$ cat src/rtl/muldiv_pkg.sv
// Shared op codes and state encoding for the iterative HI/LO multiply/divide unit.
// The controller imports the same op constants so its encoding always matches.
package muldiv_pkg;

    localparam int MD_WIDTH = 32;

    localparam logic [2:0] MD_MULT  = 3'b000;
    localparam logic [2:0] MD_MULTU = 3'b001;
    localparam logic [2:0] MD_DIV   = 3'b010;
    localparam logic [2:0] MD_DIVU  = 3'b011;
    localparam logic [2:0] MD_MTHI  = 3'b100;
    localparam logic [2:0] MD_MTLO  = 3'b101;

    typedef enum logic [1:0] {
        IDLE = 2'b00,
        MUL  = 2'b01,
        DIV  = 2'b10,
        FIX  = 2'b11
    } md_state_t;

endpackage

$ cat src/rtl/muldiv_iter.sv
// Iterative HI/LO unit: radix-2 shift-add multiply and restoring divide, one bit per cycle,
// both working on unsigned magnitudes in a single shared 2*WIDTH shift register.
module muldiv_iter
    import muldiv_pkg::*;
#(
    parameter int WIDTH = MD_WIDTH,
    parameter int CNT_W = 6
) (
    input  logic             clk,
    input  logic             reset,
    input  logic             start,
    input  logic [2:0]       op,
    input  logic [WIDTH-1:0] a,
    input  logic [WIDTH-1:0] b,
    output logic             busy,
    output logic             done,
    output logic [WIDTH-1:0] hi,
    output logic [WIDTH-1:0] lo
);

    md_state_t              state;
    logic [CNT_W-1:0]       cnt;
    logic [2*WIDTH-1:0]     acc;
    logic [WIDTH-1:0]       opnd;
    logic                   is_div;
    logic                   neg_lo;
    logic                   neg_hi;

    logic                   signed_op;
    logic [WIDTH-1:0]       a_mag;
    logic [WIDTH-1:0]       b_mag;
    logic [WIDTH:0]         mul_sum;
    logic [2*WIDTH-1:0]     mul_next;
    logic [WIDTH:0]         rem_sh;
    logic                   rem_ge;
    logic [WIDTH-1:0]       rem_new;
    logic [2*WIDTH-1:0]     div_next;

    always_comb begin
        signed_op = (op == MD_MULT) || (op == MD_DIV);
        a_mag     = (signed_op && a[WIDTH-1]) ? -a : a;
        b_mag     = (signed_op && b[WIDTH-1]) ? -b : b;
    end

    // acc holds {partial product, multiplier} for MUL and {remainder, quotient} for DIV.
    always_comb begin
        mul_sum  = {1'b0, acc[2*WIDTH-1:WIDTH]} + (acc[0] ? {1'b0, opnd} : '0);
        mul_next = {mul_sum, acc[WIDTH-1:1]};

        rem_sh   = acc[2*WIDTH-1:WIDTH-1];
        rem_ge   = (rem_sh >= {1'b0, opnd});
        rem_new  = WIDTH'(rem_ge ? (rem_sh - {1'b0, opnd}) : rem_sh);
        div_next = {rem_new, acc[WIDTH-2:0], rem_ge};
    end

    always_ff @(posedge clk) begin
        if (reset) begin
            state  <= IDLE;
            cnt    <= '0;
            acc    <= '0;
            opnd   <= '0;
            is_div <= 1'b0;
            neg_lo <= 1'b0;
            neg_hi <= 1'b0;
            busy   <= 1'b0;
            done   <= 1'b0;
            hi     <= '0;
            lo     <= '0;
        end else begin
            done <= 1'b0;
            case (state)
                IDLE: begin
                    if (start) begin
                        case (op)
                            MD_MTHI: hi <= a;
                            MD_MTLO: lo <= a;
                            MD_MULT, MD_MULTU: begin
                                opnd   <= a_mag;
                                acc    <= {{WIDTH{1'b0}}, b_mag};
                                is_div <= 1'b0;
                                neg_lo <= signed_op && (a[WIDTH-1] ^ b[WIDTH-1]);
                                neg_hi <= 1'b0;
                                cnt    <= '0;
                                busy   <= 1'b1;
                                state  <= MUL;
                            end
                            MD_DIV, MD_DIVU: begin
                                opnd   <= b_mag;
                                acc    <= {{WIDTH{1'b0}}, a_mag};
                                is_div <= 1'b1;
                                // Divide by zero keeps the all-ones quotient regardless of sign.
                                neg_lo <= signed_op && (a[WIDTH-1] ^ b[WIDTH-1]) && (b != '0);
                                neg_hi <= signed_op && a[WIDTH-1];
                                cnt    <= '0;
                                busy   <= 1'b1;
                                state  <= DIV;
                            end
                            default: ;
                        endcase
                    end
                end
                MUL: begin
                    acc <= mul_next;
                    cnt <= cnt + 1'b1;
                    if (cnt == CNT_W'(WIDTH - 1))
                        state <= FIX;
                end
                DIV: begin
                    acc <= div_next;
                    cnt <= cnt + 1'b1;
                    if (cnt == CNT_W'(WIDTH - 1))
                        state <= FIX;
                end
                FIX: begin
                    if (is_div) begin
                        lo <= neg_lo ? -acc[WIDTH-1:0] : acc[WIDTH-1:0];
                        hi <= neg_hi ? -acc[2*WIDTH-1:WIDTH] : acc[2*WIDTH-1:WIDTH];
                    end else begin
                        {hi, lo} <= neg_lo ? -acc : acc;
                    end
                    busy  <= 1'b0;
                    done  <= 1'b1;
                    state <= IDLE;
                end
                default: state <= IDLE;
            endcase
        end
    end

endmodule
$ cat config.mk
export PLATFORM = sky130hd
export DESIGN_NAME = muldiv_iter
export DESIGN_NICKNAME = d
export VERILOG_FILES = /design/src/rtl/muldiv_pkg.sv /design/src/rtl/muldiv_iter.sv
export SDC_FILE = /design/constraint.sdc
export NUM_CORES = 1
export LEC_CHECK = 0
export CORE_ASPECT_RATIO = 0.8
export CORE_MARGIN = 2
export CORE_UTILIZATION = 23
export CTS_CLUSTER_DIAMETER = 30
export CTS_CLUSTER_SIZE = 20
export DETAILED_ROUTE_END_ITERATION = 8
export GPL_TIMING_DRIVEN = 0
export PLACE_DENSITY = 0.47
export SYNTH_ARGS = -nofsm -noshare
export SYNTH_HDL_FRONTEND = slang
export SYNTH_SLANG_ARGS = --single-unit
$ cat constraint.sdc
create_clock -name clk -period 9.2 [get_ports clk]
set_clock_uncertainty 0.1 [all_clocks]
set_input_delay 1.38 -clock clk [delete_from_list [all_inputs] [get_ports clk]]
set_output_delay 1.38 -clock clk [all_outputs]
set_load 0.005 [all_outputs]
==> impl_results.rst <==
.. list-table::
   :header-rows: 1

   * - Metric
     - Value
   * - Status
     - completed
   * - Sequential-to-total area share from yosys stat
     - a little under a quarter
   * - Power density over the cells
     - around 220 mW/mm^2
   * - RSZ-0062 raised after global routing
     - no
   * - Overall power consumption
     - roughly 3900 uW
   * - Share of the core filled with cells
     - about 28%
   * - CTS Buf Count
     - 17
   * - Sinks on Clock Net
     - 173
   * - Iteration count of the initial detailed-routing pass
     - 5
   * - Starting DRT DRC Count
     - around 2000
   * - Clock tree from TritonCTS
     - yes
   * - Post-synthesis net count
     - between 2000 and 2500
   * - Routed Wire Length
     - ~74000 um
   * - Critical path class
     - reg2reg
   * - Mapped cell area
     - 0.0150 mm^2
   * - Reg clk slew, reported paths
     - 0.08 ns
   * - Die width
     - around 290 um
   * - Number of buffers on the longest clock path
     - 2
   * - Critical Path End Type
     - register
   * - CTS Root Buffer Type
     - clkbuf_16
   * - Sum Neg Setup Slack
     - 0 ns
   * - Count of buffers inserted at the top-level ports
     - 130
   * - Maximum fanout count along the critical path
     - 10
   * - Post-Place Worst Slack
     - roughly 3.8 ns
   * - Number of flip-flops and latches in the synthesized netlist
     - 173
   * - Area of the die
     - between 0.06 and 0.07 mm^2
   * - Worst-path cell chain
     - clkbuf_1 -> inv_1 -> clkbuf_1 -> nor2_1 -> ha_1 -> a21o_1 -> a221o_1 -> a211oi_1 -> a211o_1 -> a21oi_1 -> a31oi_1 -> mux2i_1 -> a211o_1
   * - Clk Latency, worst-skew pair
     - approximately 0.48 ns
   * - Most frequently used flop master after synthesis
     - dfxtp_1
   * - Post-DP HPWL
     - 60700 um
   * - Maxcap violations
     - 0
   * - Starting density of the core
     - about a quarter
   * - CTS H-tree depth
     - 4
   * - Count of warnings emitted by yosys
     - 0
   * - Gate Count Post-Synth
     - approximately 2100
   * - Setup-violating endpoint count in the final report
     - 0
   * - Share of flip-flops with an asynchronous set or reset after synthesis
     - 0%
   * - Total global-route track usage
     - between 20% and 30%
   * - Worst stage delay on the critical path
     - about 0.80 ns
   * - Number of global-route vias before repair
     - between 15000 and 20000
   * - Growth of design area from synthesis to finish
     - 19.9%
   * - Slew at the pin with the worst max-slew slack
     - 1.10 ns
   * - Core Rows
     - 83
   * - DR vias/cell
     - 5.49
   * - Gates resized, CTS repair
     - 0
   * - Cts-stage hold buffer count
     - 0
   * - Filler Cells Inserted
     - 7040
   * - Antenna violations before repair
     - 0
   * - Max-slew headroom
     - between 20% and 30%
   * - Multi-input combinational cell area
     - between 0.01 and 0.015 mm^2
   * - Number of nets at the end of the flow
     - roughly 2400
   * - Post-CTS Setup Repair Bufs
     - 0
   * - Final Hold Slack
     - ~0.36 ns
   * - Share of post-route cells with drive strength above 1
     - between 3 and 4%
   * - Antenna-violating nets left
     - 0
   * - Remaining global-route overflow
     - 0
   * - Data required, critical path
     - 9.48 ns
   * - Min-Delay Path Class
     - reg2reg
   * - Number of enable flip-flop cells after synthesis
     - 0
   * - Synth cell types
     - between 70 and 80
   * - DRC Markers
     - 0
   * - Final period util
     - ~54%
   * - Critical path arrival
     - 5.25 ns
   * - Maximum number of pins on one net before global-route repair
     - 17
   * - Leakage power
     - 0.00657 uW
   * - Avg Synthesized Cell Area
     - between 7 and 8 um^2
   * - Worst path setup slack after routing
     - about 4.2 ns
   * - Final Max Tran Viols
     - 0
   * - Global-route wire length before repair
     - between 100000 and 150000 um
   * - Area of the core
     - ~0.064 mm^2
   * - Critical Path Slowest Stage Cell
     - a211oi_1
   * - Sequential cell area in the final layout
     - 0.00346 mm^2
   * - Endpoints failing hold
     - 0
   * - Final Wtd Congestion
     - 0.943
   * - Height of the die
     - 233 um
   * - Number of ports placed on the die boundary
     - roughly 140
   * - Fmax achieved
     - around 200 MHz
   * - Worst Setup Start Kind
     - register
   * - Vias
     - ~17000
   * - Mean routed wirelength per cell
     - between 20 and 25 um
   * - Post-layout min period
     - around 5 ns
   * - Maximum vdd drop
     - between 100 and 150 uV
-- kinds of logic (layout without fill, tap and decap cells) --
| logic type | Yosys count | after routing | synth area share (%) |
|---|---|---|---|
| flops | 173 | 173 | 23.1 |
| compound gates | 701 | 701 | 30.8 |
| simple gates | 700 | 700 | 21.5 |
| other cells | 0 | 1 | 0 |
| xor+xnor | 165 | 165 | 9.62 |
| fa+ha+maj | 76 | 76 | 6.43 |
| buf+inv | 229 | 391 | 5.95 |
| mux | 40 | 40 | 2.69 |
-- stage by stage --
| stage | std cells | cell area (um^2) |
|---|---|---|
| 2_1_floorplan | 2084 | 15000 |
| 3_3_place_gp | 3064 | 17400 |
| 3_5_place_dp | 3064 | 17400 |
| 4_1_cts | 3096 | 18000 |
| 5_1_grt | 3096 | 18000 |
| 6_report | 3097 | 18000 |
-- worst max-delay path, delay by kind of cell (launching register included) --
family	cells	cell delay, ns
AOI/OAI and AO/OA	7	2.74
adders and majority gates	1	0.30
buffers and inverters	3	1.06
DFF	1	0.31
muxes	1	0.17
and+or+nand+nor	1	0.18
-- registers in the layout, summed over array words and instances (netlist names) --
register and count:
cnt 6, lo 32, acc 64, hi 32, done 1, state 2
neg_hi 1, opnd 32, is_div 1, busy 1, neg_lo 1
-- final timing paths --
path             end     from  cells after the start  slack, ns
min          opnd[4]  opnd[4]                      2       0.36
max reg2reg  acc[62]   acc[0]                     13       4.22
min reg2reg  opnd[4]  opnd[4]                      2       0.36
max          acc[62]   acc[0]                     13       4.22
-- metal layers --
layer	up-vias	GRT usage, %	share of wire, %
met5	-	0	0
met2	859	28.7	38
met4	0	5.22	1.9
met1	8183	32.9	50
li1	7895	-	-
met3	78	6.03	11
-- final cells by class --
class / count / area share [%]
Tap cell: 850 / 5.91
Clock buffer: 23 / 2.65
Antenna cell: 1 / 0.0139
Multi-Input combinational cell: 1682 / 59.2
Clock inverter: 9 / 0.751
Inverter: 69 / 1.44
Sequential cell: 173 / 19.2
Timing Repair Buffer: 130 / 7.23
Buffer: 160 / 3.52
-- cells in the final DEF (no fill, tap or decap), types with 29 or more instances in the layout --
cell / instances
nand3_1: 38
dfxtp_1: 173
mux2i_1: 37
a21oi_1: 230
o21ai_0: 96
nor2_1: 270
xnor2_1: 80
a22oi_1: 30
a211oi_1: 90
clkbuf_1: 143
clkdlybuf4s50_1: 130
nand2_1: 185
inv_1: 68
xor2_1: 85
o211ai_1: 42
ha_1: 74
nor3_1: 58
a21o_1: 29
-- synth_stat cells (all sizes together) (20+ instances only) --
library cell,count,area (um^2)
a22oi,30,225
o211ai,42,315
ha,74,926
nand2,186,701
o21ai,98,490
a31oi,21,131
a21oi,231,1160
nand3,38,190
xor2,85,744
a21o,29,218
mux2i,37,370
inv,69,259
a211oi,90,676
buf,20,109
a22o,21,184
xnor2,80,701
nor2,271,1020
dfxtp,173,3460
o31ai,24,180
nor3,59,295
clkbuf,140,526
-- power by group --
group          internal, uW  switching (uW)  total (uW)
Combinational           665            1460        2120
Sequential              859             131         989
Clock                   450             361         811
(Power assumes the default switching activity.)
